### src/rtl/hazard_sequencer.sv
// Pipeline hazard sequencer: post-reset clear, load-use bubbles, branch flushes
// and multi-cycle MADDU holds, plus a saturating stall-cycle counter.
//
// state      | meaning
// S_INIT     | post-reset pipeline clear, all registers flushed and held
// S_RUN      | normal issue; load-use and branch handled combinationally
// S_MUL_WAIT | MADDU occupying EX, front of pipe held until done or abort
module hazard_sequencer #(
  parameter int MUL_LAT  = 4,
  parameter int INIT_CYC = 2
) (
  input  logic        clk,
  input  logic        rst,
  input  logic [5:0]  id_opcode,
  input  logic [4:0]  id_rs,
  input  logic [4:0]  id_rt,
  input  logic        ex_memread,
  input  logic [4:0]  ex_rt,
  input  logic        ex_maddu_start,
  input  logic        branch_taken,
  output logic        pc_en,
  output logic        ifid_en,
  output logic        idex_en,
  output logic        ifid_flush,
  output logic        idex_flush,
  output logic        exmem_flush,
  output logic        mul_busy,
  output logic        mul_done,
  output logic [15:0] stall_cnt
);

  localparam logic [1:0] INIT_LOAD = 2'(INIT_CYC - 1);
  localparam logic [3:0] MUL_LOAD  = 4'(MUL_LAT - 1);

  typedef enum logic [1:0] {S_INIT, S_RUN, S_MUL_WAIT} state_t;

  state_t     state, state_nxt;
  logic [1:0] init_cnt, init_cnt_nxt;
  logic [3:0] mul_cnt, mul_cnt_nxt;
  logic       load_use;
  logic       rt_used;

  // rt is only a true source for R-type, MUL (28), BEQ and SW
  assign rt_used  = (id_opcode == 6'd0) || (id_opcode == 6'd28) ||
                    (id_opcode == 6'd4) || (id_opcode == 6'd43);
  assign load_use = ex_memread && (ex_rt != 5'd0) &&
                    ((ex_rt == id_rs) || ((ex_rt == id_rt) && rt_used));

  always_ff @(posedge clk or negedge rst) begin
    if (!rst) begin
      state    <= S_INIT;
      init_cnt <= INIT_LOAD;
      mul_cnt  <= 4'd0;
    end else begin
      state    <= state_nxt;
      init_cnt <= init_cnt_nxt;
      mul_cnt  <= mul_cnt_nxt;
    end
  end

  // MUL_WAIT ends on the cycle the counter steps down to zero, giving
  // MUL_LAT-1 cycles of residency after the load of MUL_LAT-1
  always_comb begin
    state_nxt    = state;
    init_cnt_nxt = init_cnt;
    mul_cnt_nxt  = mul_cnt;
    case (state)
      S_INIT: begin
        if (init_cnt == 2'd0) state_nxt = S_RUN;
        else                  init_cnt_nxt = init_cnt - 2'd1;
      end
      S_RUN: begin
        if (!branch_taken && ex_maddu_start) begin
          state_nxt   = S_MUL_WAIT;
          mul_cnt_nxt = MUL_LOAD;
        end
      end
      S_MUL_WAIT: begin
        if (branch_taken) begin
          state_nxt   = S_RUN;
          mul_cnt_nxt = 4'd0;
        end else if (mul_cnt <= 4'd1) begin
          state_nxt   = S_RUN;
          mul_cnt_nxt = 4'd0;
        end else begin
          mul_cnt_nxt = mul_cnt - 4'd1;
        end
      end
      default: state_nxt = S_INIT;
    endcase
  end

  always_comb begin
    pc_en       = 1'b0;
    ifid_en     = 1'b0;
    idex_en     = 1'b0;
    ifid_flush  = 1'b1;
    idex_flush  = 1'b1;
    exmem_flush = 1'b1;
    mul_busy    = 1'b0;
    mul_done    = 1'b0;
    case (state)
      S_RUN: begin
        pc_en       = 1'b1;
        ifid_en     = 1'b1;
        idex_en     = 1'b1;
        ifid_flush  = branch_taken;
        idex_flush  = branch_taken;
        exmem_flush = branch_taken;
        if (!branch_taken && !ex_maddu_start && load_use) begin
          pc_en      = 1'b0;
          ifid_en    = 1'b0;
          idex_flush = 1'b1;
        end
      end
      S_MUL_WAIT: begin
        mul_busy    = 1'b1;
        pc_en       = branch_taken;
        ifid_en     = branch_taken;
        idex_en     = branch_taken;
        ifid_flush  = branch_taken;
        idex_flush  = branch_taken;
        exmem_flush = branch_taken;
        mul_done    = !branch_taken && (mul_cnt <= 4'd1);
      end
      default: ;
    endcase
  end

  always_ff @(posedge clk or negedge rst) begin
    if (!rst) begin
      stall_cnt <= 16'd0;
    end else if ((state != S_INIT) && !pc_en && (stall_cnt != 16'hFFFF)) begin
      stall_cnt <= stall_cnt + 16'd1;
    end
  end

endmodule

### config.mk
export PLATFORM = sky130hd
export DESIGN_NAME = hazard_sequencer
export DESIGN_NICKNAME = d
export VERILOG_FILES = /design/src/rtl/hazard_sequencer.sv
export SDC_FILE = /design/constraint.sdc
export NUM_CORES = 1
export LEC_CHECK = 0
export BUFFER_PORTS_ARGS = -buffer_cell sky130_fd_sc_hd__buf_2
export CORE_UTILIZATION = 46
export DETAILED_ROUTE_END_ITERATION = 10
export PLACE_DENSITY = 0.83
export SYNTH_ARGS = -nofsm -noshare
export SYNTH_HDL_FRONTEND = slang
export SYNTH_SLANG_ARGS = --single-unit
### constraint.sdc
create_clock -name clk -period 1.9 [get_ports clk]
set_input_delay 0.095 -clock clk [delete_from_list [all_inputs] [get_ports clk]]
set_output_delay 0.095 -clock clk [all_outputs]
set_load 0.03 [all_outputs]
# [Word-level counts from Yosys, hierarchy flattened]
# Index checks and enable logic that the tools add are counted.
[classes] n_addsub=3 mul=0 div=0 magnitude_cmp=1 n_eq_ne=11 n_shift=0 n_mux=17 bitwise_logic=1 n_reduce_logical=26
[op_table] cell="adder 16 x 1 -> 16 bit, second input constant" n=1
[op_table] cell="!= test 16 bit, second input constant" n=1
[op_table] cell="2-to-1 mux 4 bit" n=3
[op_table] cell="== test 5 bit" n=2
[op_table] cell="logical AND 1 bit" n=9
[op_table] cell="2-to-1 mux 2 bit" n=4
[op_table] cell="case mux 4 bit (2 select lines)" n=1
[op_table] cell="== test 6 x 3 -> 1 bit, second input constant" n=1
[op_table] cell="== test 6 x 5 -> 1 bit, second input constant" n=1
[op_table] cell="== test 6 bit, second input constant" n=1
[op_table] cell="logical NOT 6 bit" n=1
[op_table] cell="case mux 1 bit (2 select lines)" n=3
[op_table] cell="case mux 2 bit (3 select lines)" n=1
[op_table] cell="2-to-1 mux 1 bit" n=5
[op_table] cell="nonzero test 5 bit" n=1
[op_table] cell="less-or-equal comparator 4 x 1 -> 1 bit, second input constant" n=1
[op_table] cell="logical NOT 2 bit" n=2
[op_table] cell="logical OR 1 bit" n=4
[op_table] cell="!= test 2 bit, second input constant" n=2
[op_table] cell="AND reduction 2 bit" n=2
[op_table] cell="nonzero test 2 bit" n=2
[op_table] cell="subtractor 4 x 1 -> 4 bit, second input constant" n=1
[op_table] cell="logical NOT 1 bit" n=3
[op_table] cell="!= test 3 bit, second input constant" n=1
[op_table] cell="6 further kinds" n=6
[totals] ff_bits=24 latch_bits=0 mem_bits_rw=0 rom_bits=0 inputBits=26 out_inout_bits=24 wordCells=63 n_memories=0

# [Longest topological paths before layout]
[logic_depth] ltp_word=13 depth_mapped=7 depth_no_buf=7

# [Worst setup path after synthesis]
# No wires, ideal clock.
[synth_path] path_kind="reg-to-output" startpoint="reg state[0]" endpoint="out pc_en" arrival_time_ps=2184 required_ps=1805 path_slack_ps=-379 stages_incl_launch_ff=8 path_buffers=2 cell_sequence="dfrtp_1 inv_1 ha_1 a21o_1 nand2_1 clkbuf_1 nor2_1 buf_4"
[synth_via] elab_chain_len=2 elab_cells_between_ends=3 cone_classes="2 x eq/ne; 1 x mux"
[synth_rtl] item="from (decl)" line="37" source="state_t state, state_nxt;"
[synth_rtl] item="from (signal assigned)" line="55" source="state <= state_nxt;"
[synth_rtl] item="== test 2 bit or == test 2 x 1 -> 1 bit (tied branches)"
[synth_rtl] item="case mux 1 bit (2 select lines) *"
[synth_rtl] item="to (decl)" line="21" source="output logic pc_en,"
# Every way passes the cells marked *; elsewhere a longest branch is shown, timed or not.

# [Worst setup path in the final report]
[layout_path] startpoint="reg state[0]" endpoint="out idex_en"
[layout_via] elab_chain_len=2 elab_cells_between_ends=3 cone_classes="2 x eq/ne; 1 x mux"
[layout_rtl] item="== test 2 bit or == test 2 x 1 -> 1 bit (tied branches)" line="102" source="case (state)"
[layout_rtl] item="case mux 1 bit (2 select lines) *" line="102"
[layout_rtl] item="to (decl)" line="23" source="output logic idex_en,"
# Marks and branches as above.

==> impl_metrics.py <==
metrics = {
    "cts": {
        "cts_tree": "yes",
        "root_buffer": "clkbuf_4",
        "cts_buffer_depth": 2,
        "clk_pin_slew_ns": 0.13,
        "htreeDepth": 1,
        "clock_latency_ns": 0.32,
        "clock-sinks": 24,
        "cts_buffers": 3,
    },
    "synth": {
        "synth_fp_nets": 193,
        "synthTopCellsByArea": "dfrtp_1, xnor2_1, ha_1",
        "yosysWarnings": 0,
        "synth.most_common_cell": "dfrtp_1",
        "synth_enable_flop_cells": 0,
        "synth.top_cell.area_share_pct": 36.39,
        "netlist_instances": 159,
        "yosysUniqueCellTypes": 40,
        "async_flop_share_pct": 100.0,
        "avgSynthCellArea_um2": 9.947,
        "synthFlopType": "dfrtp_1",
        "ys_ff_latch": 24,
        "netlist_area_um2": 1582,
        "yosys-top-cells-count": "dfrtp_1, xnor2_1, nor2_1",
        "ys_seq_area_share_pct": 38.05,
        "synth_area_leader_cell": "dfrtp_1",
    },
    "drt": {
        "drt_iter0_markers": 36,
        "drt-total-wl_um": 3697,
        "dr.pass1.iters": 4,
        "antenna_left": 0,
        "viasPerCell": 5.327,
        "vias": 1417,
        "drc_errors": 0,
        "avgRoutedWirePerCell_um": 13.90,
    },
    "power": {
        "power_leakage_nw": 0.9655,
        "p_per_area_nw_per_um2": 1393,
        "seqPwrFrac_pct": 24.6,
        "p_int_mw": 1.684,
        "ir_drop_uv": 1103,
        "switchingPower_mw": 1.333,
        "total_power_mw": 3.016,
        "clock_power_share_pct": 12.5,
        "swShare_pct": 44.18,
        "combPwrFrac_pct": 62.9,
    },
    "sta": {
        "slew_headroom_pct": 66.17,
        "slew_violations": 0,
        "max_freq_mhz": 532.7,
        "finalSetupViolations": 0,
        "period_needed_ns": 1.877,
        "fin_skew_ns": 0.009035,
        "post-route-period-util_pct": 98.79,
        "setup_tns_ns": 0,
        "finalHoldViolCount": 0,
        "tightest_slew_ns": 0.5075,
        "setup_ws_ns": 0.02291,
    },
    "global_route": {
        "overflow": 0,
        "grt_max_degree": 25,
        "grt_pass1_wl_um": 5706,
        "grt_pass1_vias": 1306,
        "grt_usage_pct": 20.96,
        "antenna_found_initial": 0,
    },
    "placed_design": {
        "place.port_buffers": 49,
        "dpl.cell_count": 254,
        "gp_congestion": 0.8039,
        "dpl_worst_slack_ns": 0.08416,
        "place_area_um2": 1954,
        "dp_hpwl_um": 2633,
    },
    "cells_and_area": {
        "drive_above_1_share_pct": 40.99,
        "stdcell_area_um2": 2166,
        "num-fill-cells": 255,
        "seq_area_um2": 606.8,
        "syn2layout_area_growth_pct": 36.95,
        "num_antenna_cells": 0,
        "instances_no_fill": 266,
        "finalNetCount": 257,
        "multi_input_area_um2": 985.9,
    },
    "run": {
        "max_cap_viol_count": 0,
    },
    "setup_path": {
        "crit_path_max_fanout": 9,
        "ff2ff_setup_slack_ns": 0.03,
        "reg2regPathDepth": 7,
        "cp.arrival_ns": 1.78,
        "r2r_end": "stall_cnt[8]",
        "worstSetupEndpointType": "primary output",
        "required_ns": 1.80,
        "worst_setup_path_start_kind": "flop",
        "path_class": "flop to primary output",
        "r2r-start": "stall_cnt[0]",
    },
    "die": {
        "core-area_um2": 3153,
        "die_width_um": 60.64,
        "design.portCount": 50,
        "start_util_pct": 50.16,
        "fp.dieH_um": 60.64,
        "core.rowCount": 20,
        "dieArea_um2": 3677,
    },
    "worst_hold_path": {
        "holdPathEnd": "mul_cnt[0]",
        "hp-start": "branch_taken",
        "min_path_cells": 4,
        "hold_class": "primary input to flop",
    },
    "status": {
        "outcome": "finished clean",
    },
}
## worst max-delay path by stage
stage | from | to | slack [ns] | cells past startpoint
finish | state[0] | idex_en | 0.02 | 7
global route | state[0] | idex_en | -0.03 | 7
CTS | state[0] | pc_en | 0.0004 | 7
detailed placement | id_opcode[3] | stall_cnt[14] | 0.08 | 8
global placement | id_opcode[3] | stall_cnt[14] | 0.13 | 8
floorplan | state[0] | pc_en | -0.09 | 7
## power by group through the flow
stage	registers, mW	logic [mW]	clock network, mW
3_5_place_dp	0.751	1.51	0
3_3_place_gp	0.742	1.47	0
2_1_floorplan	0.887	0.906	0
6_report	0.741	1.90	0.378
5_1_grt	0.756	2.04	0.409
4_1_cts	0.750	1.64	0.380
## worst max-delay path, stage by stage (launching register included)
cell,delay (ns)
dfrtp_2,0.46
buf_4,0.16
ha_4,0.17
a21o_1,0.18
nand2_2,0.11
buf_8,0.14
inv_1,0.06
buf_2,0.18
## cell type report
cell class,count,share of cell area [%]
clock buffer,3,1.040
clock inverter,1,1.386
inverter,8,1.502
multi-input combinational,121,45.52
sequential,24,28.02
tap,44,2.542
timing repair buffer,65,19.99
## cells by family (layout without fill, tap and decap cells)
logic type,Yosys count,count (layout),synth area share [%]
simple gates,50,50,16.77
xor+xnor,26,26,14.40
flops,24,24,38.05
mux,2,2,1.424
buf+inv,14,77,4.351
compound gates,35,35,18.67
fa+ha+maj,8,8,6.329
## cell usage in the layout, fill, tap and decap left out, types with 3 or more instances in the layout
cell type  count
o2111ai_2      3
nor3_1         3
o21ai_0        7
buf_4         12
xor2_1         6
dfrtp_2        4
inv_1          6
and3_1         7
ha_1           3
nand2_1        8
nand2b_1       5
nor2_1         9
clkbuf_4       3
o2111ai_1      5
dfrtp_1       19
buf_2         46
xnor2_1       20
ha_4           3
nand3_1        4
o211ai_1       8
## registers in the layout, indices dropped and copies added (netlist names)
signal     cells
state          2
mul_cnt        4
init_cnt       2
stall_cnt     16
## layer usage
metal / vias to the layer above / global-route usage (%) / wire length, um
met3: 5 / 3.198 / 214
met5: - / 0 / 0
met4: 0 / 5.844 / 33
met1: 668 / 26.53 / 1634
li1: 700 / - / -
met2: 44 / 37.21 / 1814
## timing repair
item / 4_1_cts / 5_1_grt
hold buffers: 1 / 0
hold endpoints to repair: 23 / 0
buffers inserted: 2 / 4
pin swaps: 0 / 2
resized for setup: 9 / 12
cloned: 0 / 1
endpoints found under the setup margin: 2 / 6
## per-stage QoR
step / hold WS (ns) / util, %
floorplan: -0.2006 / -
detailed placement: 0.1055 / 61.98
CTS: 0.1438 / 65.83
finish: 0.1479 / 68.69
global placement: 0.1021 / 61.98
global route: 0.1723 / 68.69
No activity file was read; power rests on OpenSTA's default activity.
